`config.mk`:
```
export PLATFORM = sky130hd
export DESIGN_NAME = mem_bus_ctrl
export DESIGN_NICKNAME = d
export VERILOG_FILES = /design/src/rtl/mem_bus_ctrl.sv
export SDC_FILE = /design/constraint.sdc
export NUM_CORES = 1
export LEC_CHECK = 0
export CAP_MARGIN = 0
export CORE_AREA = 2 2 121 123
export DETAILED_ROUTE_END_ITERATION = 6
export DIE_AREA = 0 0 123 125
export PLACE_DENSITY_LB_ADDON = 0.3
export SYNTH_ARGS = -nofsm -noshare
export SYNTH_HDL_FRONTEND = slang
export SYNTH_SLANG_ARGS = --single-unit
```
`constraint.sdc`:
```
create_clock -name clk -period 3.7 [get_ports clk]
set_input_delay 0.555 -clock clk [delete_from_list [all_inputs] [get_ports clk]]
set_output_delay 0.555 -clock clk [all_outputs]
set_load 0.05 [all_outputs]
```
`src/rtl/mem_bus_ctrl.sv`:
```
// CPU bus controller: decodes requests onto RAM, ROM and peripheral ports with configurable wait states.
// Define MEM_BUS_TIMEOUT_EN to compile in the peripheral-access timeout.
module mem_bus_ctrl #(
    parameter int RAM_WAIT   = 0,
    parameter int ROM_WAIT   = 1,
    parameter int IO_TIMEOUT = 255
) (
    input  logic        clk,
    input  logic        reset,
    input  logic        cpu_mem_op,
    output logic        cpu_mem_rdy,
    input  logic [31:0] cpu_adr,
    input  logic [31:0] cpu_do,
    input  logic [3:0]  cpu_wren,
    output logic [31:0] cpu_di,
    output logic        ram_en,
    output logic [13:0] ram_adr,
    output logic [3:0]  ram_wren,
    output logic [31:0] ram_do,
    input  logic [31:0] ram_di,
    output logic        rom_en,
    output logic [13:0] rom_adr,
    input  logic [31:0] rom_di,
    output logic        io_valid,
    output logic [7:0]  io_adr,
    output logic [31:0] io_wdata,
    output logic [3:0]  io_wstrb,
    input  logic        io_ready,
    input  logic [31:0] io_rdata,
    output logic        bus_err
);

    localparam int WAIT_MAX = (RAM_WAIT > ROM_WAIT) ? RAM_WAIT : ROM_WAIT;
    localparam int WW       = (WAIT_MAX < 1) ? 1 : $clog2(WAIT_MAX + 1);

    typedef enum logic [2:0] {S_IDLE, S_MEM, S_WAIT, S_IO, S_RESP} state_t;
    typedef enum logic [1:0] {R_RAM, R_ROM, R_IO, R_NONE} region_t;

    state_t        state, next_state;
    region_t       dec_region, region_q;
    logic [13:0]   word_q;
    logic [31:0]   data_q;
    logic [3:0]    wren_q;
    logic [WW-1:0] wait_cnt, wait_lim;
    logic          bad_req, wait_done, is_write;
    logic          unused_adr_bits;

    assign unused_adr_bits = ^cpu_adr[1:0];

`ifdef MEM_BUS_TIMEOUT_EN
    localparam int TW = (IO_TIMEOUT < 2) ? 1 : $clog2(IO_TIMEOUT);
    logic [TW-1:0] io_cnt;
    logic          timeout_hit;
    assign timeout_hit = (io_cnt == TW'(IO_TIMEOUT - 1));
`endif

    always_comb begin
        if (cpu_adr[31:16] == 16'h0000)
            dec_region = R_RAM;
        else if (cpu_adr[31:16] == 16'h0002)
            dec_region = R_ROM;
        else if (cpu_adr[31:16] == 16'h0003 && cpu_adr[15:10] == 6'd0)
            dec_region = R_IO;
        else
            dec_region = R_NONE;
    end

    // ROM is read-only, so a ROM write is rejected exactly like an unmapped address.
    assign bad_req   = (dec_region == R_NONE) || (dec_region == R_ROM && cpu_wren != 4'h0);
    assign wait_lim  = (region_q == R_ROM) ? WW'(ROM_WAIT) : WW'(RAM_WAIT);
    assign wait_done = (wait_cnt == wait_lim);
    assign is_write  = (wren_q != 4'h0);

    assign ram_adr  = word_q;
    assign rom_adr  = word_q;
    assign io_adr   = word_q[7:0];
    assign ram_do   = data_q;
    assign io_wdata = data_q;
    assign io_wstrb = wren_q;
    assign ram_wren = ram_en ? wren_q : 4'h0;

    always_ff @(posedge clk or negedge reset) begin
        // NOTE: registered state uses non-blocking assignments so every flop samples pre-edge values.
        if (!reset)
            state <= S_IDLE;
        else
            state <= next_state;
    end

    always_comb begin
        // NOTE: every signal written here gets a default first, so no latch can be inferred.
        next_state  = state;
        ram_en      = 1'b0;
        rom_en      = 1'b0;
        io_valid    = 1'b0;
        cpu_mem_rdy = 1'b0;
        case (state)
            S_IDLE: begin
                if (cpu_mem_op) begin
                    if (bad_req)
                        next_state = S_RESP;
                    else if (dec_region == R_IO)
                        next_state = S_IO;
                    else
                        next_state = S_MEM;
                end
            end
            S_MEM: begin
                ram_en     = (region_q == R_RAM);
                rom_en     = (region_q == R_ROM);
                next_state = S_WAIT;
            end
            S_WAIT: begin
                if (wait_done)
                    next_state = S_RESP;
            end
            S_IO: begin
                io_valid = 1'b1;
                if (io_ready)
                    next_state = S_RESP;
`ifdef MEM_BUS_TIMEOUT_EN
                else if (timeout_hit)
                    next_state = S_RESP;
`endif
            end
            S_RESP: begin
                cpu_mem_rdy = 1'b1;
                next_state  = S_IDLE;
            end
            default: next_state = S_IDLE;
        endcase
    end

    always_ff @(posedge clk or negedge reset) begin
        if (!reset) begin
            region_q <= R_NONE;
            word_q   <= '0;
            data_q   <= '0;
            wren_q   <= '0;
            wait_cnt <= '0;
            cpu_di   <= '0;
            bus_err  <= 1'b0;
`ifdef MEM_BUS_TIMEOUT_EN
            io_cnt   <= '0;
`endif
        end else begin
            case (state)
                S_IDLE: begin
                    if (cpu_mem_op) begin
                        region_q <= dec_region;
                        word_q   <= cpu_adr[15:2];
                        data_q   <= cpu_do;
                        wren_q   <= cpu_wren;
                        wait_cnt <= '0;
`ifdef MEM_BUS_TIMEOUT_EN
                        io_cnt   <= '0;
`endif
                        if (bad_req) begin
                            cpu_di  <= '0;
                            bus_err <= 1'b1;
                        end
                    end
                end
                S_WAIT: begin
                    // The memories hold their read register, so capturing on the last wait edge is safe.
                    if (wait_done)
                        cpu_di <= is_write ? 32'h0 : ((region_q == R_ROM) ? rom_di : ram_di);
                    else
                        wait_cnt <= wait_cnt + 1'b1;
                end
                S_IO: begin
                    if (io_ready)
                        cpu_di <= is_write ? 32'h0 : io_rdata;
`ifdef MEM_BUS_TIMEOUT_EN
                    else if (timeout_hit) begin
                        cpu_di  <= 32'hFFFF_FFFF;
                        bus_err <= 1'b1;
                    end else
                        io_cnt <= io_cnt + 1'b1;
`endif
                end
                default: ;
            endcase
        end
    end

endmodule

```
---- Word-level counts from Yosys, hierarchy flattened ----
Index checks and enable logic that the tools add are counted.
word-level totals
  bits in registers ....................... 89
  output and inout port bits .............. 145
  bits of input ports ..................... 168
operators by class
  reductions and logical operators ........ 16
  multiplexer cells ....................... 26
  equal/unequal tests ..................... 16
  add/subtract/negate cells ............... 1
operators with widths
  kind                                                  count
  two-way mux 32 bit                                    7
  case mux 32 bit (3 select lines)                      1
  equality test 16 x 2 -> 1 bit, second input constant  2
  logical NOT 16 bit                                    1
  two-way mux 3 bit                                     4
  case mux 3 bit (4 select lines)                       1
  inequality test 2 bit, second input constant          5
  AND reduction 3 bit                                   3
  two-way mux 1 bit                                     8
  nonzero test 4 bit                                    2
  equality test 3 x 2 -> 1 bit, second input constant   2
  logical NOT 6 bit                                     1
  two-way mux 2 bit                                     3
  AND reduction 5 bit                                   1
  equality test 2 x 1 -> 1 bit, second input constant   2
  equality test 2 bit, second input constant            2
  two-way mux 4 bit                                     1
  equality test 3 x 1 -> 1 bit, second input constant   1
  equality test 3 bit, second input constant            1
  logical NOT 3 bit                                     1
  nonzero test 3 bit                                    1
  logical AND 1 bit                                     2
  logical NOT 2 bit                                     1
  case mux 1 bit (2 select lines)                       1
  other kinds (5)                                       5

---- Logic depth before layout (Yosys ltp) ----
Gate-level depths: netlist of the first run.
  word-level depth ........................ 11
  depth in mapped cells ................... 7
  gate-level depth less buffers ........... 5

---- Least setup slack after synthesis of the first run ----
No wires, ideal clock.
  path kind ............................... register -> output
  from .................................... register state[2]
  to ...................................... output ram_wren[0]
  slack ................................... 797 ps
  arrival ................................. 2348 ps
  cell stages (with the launch flop) ...... 5
  buffers on the path ..................... 0
  path through ............................ dfrtp_1 > nor2_1 > nand2_1 > nor3_1 > and2_1
on the way
  word-level cells in the longest chain between the ends .. 3
RTL lines
  element                       RTL line  source
  start: declaration            39        state_t state, next_state;
  start signal: assignment      87        state <= next_state;
  equality test 3 x 1 -> 1 bit  97        case (state)
  two-way mux 1 bit             97
  net ram_en                    16        output logic ram_en,
  two-way mux 4 bit             80        assign ram_wren = ram_en ? wren_q : 4'h0;
  end: declaration              18        output logic [3:0] ram_wren,
The timed path passes the listed nets, and every way through them passes these cells.

---- Worst setup path in the final report of the first run ----
  from .................................... register state[2]
  to ...................................... output ram_wren[1]
on the way
  word-level cells in the longest chain between the ends .. 3
RTL lines
  element                       RTL line
  equality test 3 x 1 -> 1 bit  97
  two-way mux 1 bit             97
  two-way mux 4 bit             80
No other way between the ends.

==> results.yml, run 1 <==
floorplanning:
  dieArea_mm2: 0.0154
  die_w_um: 123
  boundaryPins: 313
  initial_core_util_pct: 32.6
  fp.dieH_um: 125
  core_area_mm2: 0.0142
  rows: 44
clock_network:
  ctsHoldBuffers: 0
  cts_tree: "built"
  ctsResizeCount: 0
  cts_root_buf: "clkbuf_16"
  clk_latency_ns: 0.34
  clk_path_buf_depth: 2
  clk_pin_slew_ns: 0.07
  h-tree-depth: 3
  cts_buffers: 9
  post_cts_buffers: 0
  cts.sinks: 89
timing:
  period_minus_slack_ns: 2.97
  slew_headroom_pct: 25.5
  drv_slew: 0
  setup_viol: 0
  min_period_over_period_pct: 80.2
  timing.fmax_mhz: 337
  worst_slew_pin_slew_ns: 1.12
  finalHoldViolCount: 0
  rsz0062_at_grt: "false"
  fin_skew_ns: 0.00921
  fin_tns_setup_ns: 0
finish:
  fill_cells: 1269
  num-nets-final: 946
  final_common_cell: "clkdlybuf4s50_1"
  layout-drive-gt1-share_pct: 5.87
  syn_to_final_growth_pct: 67.3
  final_cell_mix: "clkdlybuf4s50_1, nand2_1, dfrtp_1"
  diodes: 0
  final_util_pct: 54.6
synth:
  async_reset_ff_share_pct: 100
  synth-seq-area-share_pct: 48.1
  ys.flop_type: "dfrtp_1"
  syn_avg_cell_area_um2: 8.59
  syn_area_mm2: 0.00464
  yosys_warnings: 0
  ys_ff_latch: 89
  syn-num-nets: 708
  synthesis.instances: 540
  synth.distinct_cells: 40
  synth_edf_count: 0
power:
  seqPwrFrac_pct: 33.3
  p_sw_mw: 1.26
  pwr-share-clk_pct: 30.1
  p_per_area_mw_per_mm2: 436
  comb_power_share_pct: 36.6
  sw_frac_of_total_pct: 37.3
  peakVddDrop_uv: 291
  p_int_mw: 2.12
  p_leak_nw: 3.30
critical_path:
  rrSetupSlack_ns: 0.99
  start_kind: "flop"
  worstPathRequired_ns: 3.14
  worstReg2RegStart: "state[1]"
  crit_fanout: 7
  end_kind: "primary output"
  r2r_end: "cpu_di[17]"
  reg2reg_depth: 5
  crit_end: "ram_wren[1]"
  startpoint: "state[2]"
  cp_data_arrival_time_ns: 2.41
  critical_path_class: "flop to primary output"
routing:
  wl_um: 15500
  via_per_inst: 4.71
  ant_nets: 0
  wl_per_cell_um: 16.0
  num_vias: 4550
  drt_pass1_iterations: 4
  drt_iter0_markers: 155
  drc: 0
outcome:
  status: "completed"
global_route:
  grt_pass1_vias: 4673
  grt_max_degree: 90
  antenna_found_initial: 0
  grt.overflow.total: 0
  grtUsageTotal_pct: 19.4
  grt_pass1_wl_um: 23500
run:
  max_cap_violations: 0
place:
  hpwl_um: 11500
  numPortBuffers: 310
  gp_congestion: 0.805
worst_hold_path:
  min_path_type: "input pin to async pin"
==> power by group through the flow <==
stage,Combinational [mW],Sequential (mW),Clock [mW]
after floorplan,0.548,1.40,0
after global placement,1.24,1.14,0
after detailed placement,1.25,1.14,0
after CTS,1.25,1.13,1.05
after global routing,1.29,1.14,1.09
final,1.24,1.13,1.02
==> cells in the mapped netlist, types with 3 or more instances <==
master	count	area (um^2)
buf_4	56	420
nor4_1	4	25.0
buf_2	3	15.0
dfrtp_1	87	2180
a21oi_1	65	325
o2bb2ai_1	21	184
nor2_1	7	26.3
o2bb2ai_2	11	165
nand2_1	220	826
and2_1	5	31.3
clkbuf_1	25	93.8
o21ai_0	3	15.0
==> cell type report <==
| class | count | area (um^2) | share of cell area, % |
|---|---|---|---|
| timing repair buffer | 314 | 3130 | 40.4 |
| sequential | 89 | 2230 | 28.7 |
| multi-input combinational | 362 | 1820 | 23.5 |
| clock buffer | 10 | 239 | 3.08 |
| tap | 184 | 230 | 2.97 |
| clock inverter | 6 | 95.1 | 1.23 |
| inverter | 2 | 7.51 | 0.0968 |
==> layer usage <==
metal  GRT usage (%)  routed length (um)  share of wire [%]  vias to the layer above
li1                -                   -                  -                     2192
met1            19.8                5720                 37                     2126
met2            37.0                7930                 51                      214
met3            5.84                1500                9.7                       18
met4            6.28                 341                2.2                        0
met5               0                   0                  0                        -
==> per-stage QoR <==
stage               cell area (um^2)  total power, mW  setup slack, ns  hold slack, ns  cells
floorplan                       4640             1.94            0.797           0.259    540
global placement                7420             2.38             1.03           0.446    951
detailed placement              7420             2.39            0.910           0.447    951
CTS                             7760             3.43            0.696           0.463    967
global route                    7760             3.52            0.618           0.488    967
finish                          7760             3.38            0.733           0.431    967
==> critical path: stages, from the launching register on <==
cell,delay (ns)
dfrtp_1,0.45
nor2_1,0.13
nand2_1,0.08
nor3_1,0.39
and2_1,0.21
clkdlybuf4s50_1,0.82
==> flip-flops by register name, summed over array words and instances (netlist names) <==
register / count
cpu_di: 32
io_wdata: 32
ram_adr: 14
io_wstrb: 4
state: 3
region_q: 2
bus_err: 1
wait_cnt: 1
==> worst min-delay path by stage <==
stage                       start  slack [ns]         to  depth (start not counted)
after floorplan             reset        0.26    bus_err                          0
after global placement    bus_err        0.45    bus_err                          1
after detailed placement  bus_err        0.45    bus_err                          1
after CTS                 bus_err        0.46    bus_err                          1
after global routing      bus_err        0.49    bus_err                          1
final                       reset        0.43  cpu_di[1]                          1
==> cell families after synthesis <==
kind of cell	share of synthesized area, %
simple gates	22.5
compound gates	16.6
flops	48.1
buf+inv	12.7
xor+xnor	0.189
Note: power is estimated with default switching activity, not from simulation.
==> run 2, diff against run 1 <==
--- a/config.mk
+++ b/config.mk
@@ -6,9 +6,9 @@
 export NUM_CORES = 1
 export LEC_CHECK = 0
 export CAP_MARGIN = 0
-export CORE_AREA = 2 2 121 123
+export CORE_AREA = 2 2 120 122
 export DETAILED_ROUTE_END_ITERATION = 6
-export DIE_AREA = 0 0 123 125
+export DIE_AREA = 0 0 122 124
 export PLACE_DENSITY_LB_ADDON = 0.3
 export SYNTH_ARGS = -nofsm -noshare
 export SYNTH_HDL_FRONTEND = slang
==> constraint.sdc (replaced) <==
create_clock -name clk -period 2.8 [get_ports clk]
set_input_delay 0.42 -clock clk [delete_from_list [all_inputs] [get_ports clk]]
set_output_delay 0.42 -clock clk [all_outputs]
set_load 0.05 [all_outputs]
==> run 2 against run 1 <==
- non-clock buffer count increased by 8
- count of clock-buffer cells in the layout increased by 2
- worst setup slack got worse by 0.50 ns
- first-iteration DRC count increased by 37%
- utilization increased by 2.5 points
- critical path depth unchanged
- clock skew decreased by 0.0023 ns
- sequential share of layout area decreased by 0.30 points
- power increased by 31%
- largest cell class unchanged
- largest power group unchanged
==> results.yml, run 2 (synthesis gave the netlist of run 1 again) <==
outcome:
  status: "completed"
floorplanning:
  dieArea_mm2: 0.0151
  boundaryPins: 313
  die_w_um: 122
  initial_core_util_pct: 33.8
  fp.dieH_um: 124
  rows: 43
  core_area_mm2: 0.0137
run:
  max_cap_violations: 0
clock_network:
  post_cts_buffers: 0
  cts_tree: "built"
  h-tree-depth: 3
  clk_latency_ns: 0.33
  cts.sinks: 89
  ctsHoldBuffers: 0
  cts_root_buf: "clkbuf_16"
  ctsResizeCount: 0
  clk_pin_slew_ns: 0.06
  cts_buffers: 9
  clk_path_buf_depth: 2
global_route:
  grt.overflow.total: 0
  busiest_layer: "met2"
  grtUsageTotal_pct: 20.7
  grtUsageMet3_pct: 6.18
  grt_max_degree: 49
  grtUsageMet1_pct: 23.0
  grt_pass1_wl_um: 24200
  grt_pass1_vias: 4670
  gr-usage-met2_pct: 38.4
  antenna_found_initial: 0
critical_path:
  crit_slowest_cell: "clkdlybuf4s50_1"
  crit_fanout: 8
  crit_family: "buffers and inverters"
  worstPathRequired_ns: 2.38
  critical_path_class: "flop to primary output"
  start_kind: "flop"
  crit_buf_inv: 2
  path_cells: "nor2_1, nand2_1, nor3_1, buf_4, clkdlybuf4s50_1"
  end_kind: "primary output"
  cp_data_arrival_time_ns: 2.14
  cp_slowest_stage_delay_ns: 0.80
routing:
  ant_nets: 0
  via_per_inst: 4.74
  wl_um: 16100
  drt_pass1_iterations: 4
  wl_per_cell_um: 16.6
  drt_iter0_markers: 212
  drc: 0
  num_vias: 4603
finish:
  num-nets-final: 954
  layout-drive-gt1-share_pct: 7.46
  final_cell_mix: "clkdlybuf4s50_1, nand2_1, dfrtp_1"
  diodes: 0
  final_common_cell: "clkdlybuf4s50_1"
  final_cells: 971
  syn_to_final_growth_pct: 69.0
  final_util_pct: 57.1
timing:
  timing.fmax_mhz: 390
  min_period_over_period_pct: 91.6
  fin_hold_ws_ns: 0.0915
  period_minus_slack_ns: 2.56
  worst_slew_pin_slew_ns: 0.621
  drv_slew: 0
  slew_headroom_pct: 58.6
  fin_skew_ns: 0.00692
  setup_viol: 0
  finalHoldViolCount: 0
  fin_tns_setup_ns: 0
  rsz0062_at_grt: "false"
power:
  p_per_area_mw_per_mm2: 566
  power_mw: 4.44
  p_leak_nw: 3.36
  peakVddDrop_uv: 396
place:
  gp_congestion: 0.756
  numPortBuffers: 310
  hpwl_um: 12300
  dp.cells: 955
worst_hold_path:
  min_path_type: "input pin to async pin"
-- run 2: cell count changes in the layout (fill, tap and decap cells not counted), sizes merged --
| cell | delta |
|---|---|
| buf | +14 |
| clkdlybuf4s50 | -6 |
| inv | -4 |
| clkbuf | +2 |
| clkinv | +1 |
| clkinvlp | +1 |
-- run 2: area by class of cell --
cell class / count / area, um^2
clock buffers: 12 / 246
inverters: 2 / 7.51
clock inverters: 4 / 76.3
multi-input cells: 362 / 1830
repair buffers: 322 / 3230
fillers: 1241 / 5880
flip-flops and latches: 89 / 2230
well taps: 180 / 225
-- run 2: worst paths after layout --
check                                  from           end  slack [ns]  cells after the start
max in group asynchronous             reset  io_wdata[22]        1.97                      2
worst min register to register      bus_err       bus_err        0.46                      1
worst max-delay path               state[1]        ram_en        0.24                      5
min in group clk                    bus_err       bus_err        0.46                      1
worst min-delay path                  reset    cpu_di[22]        0.09                      1
worst max register to register  region_q[0]    cpu_di[11]        0.74                      5
-- run 2: power breakdown --
group          switching, mW  internal, mW
Clock                  0.491         0.809
Combinational           1.04         0.608
Sequential            0.0998          1.39
Total                   1.64          2.80
-- run 2: worst reg2reg max path, delay by kind of cell (launching register included) --
kind             cells  cell delay (ns)
AO/OA/AOI/OAI        2             0.74
flip-flops           1             0.55
AND/OR/NAND/NOR      2             0.46
XOR/XNOR             1             0.17
-- run 2: per-layer routing --
layer	vias up	routed length (um)
met3	14	1510
met5	-	0
met1	2177	6090
met4	0	239
met2	201	8270
li1	2211	-
-- run 2: metrics by stage --
step / setup slack [ns] / area (um^2)
after floorplan: 0.0324 / 4640
after global placement: 0.301 / 7510
after detailed placement: 0.207 / 7510
after CTS: 0.204 / 7840
after global routing: 0.127 / 7840
final: 0.236 / 7840
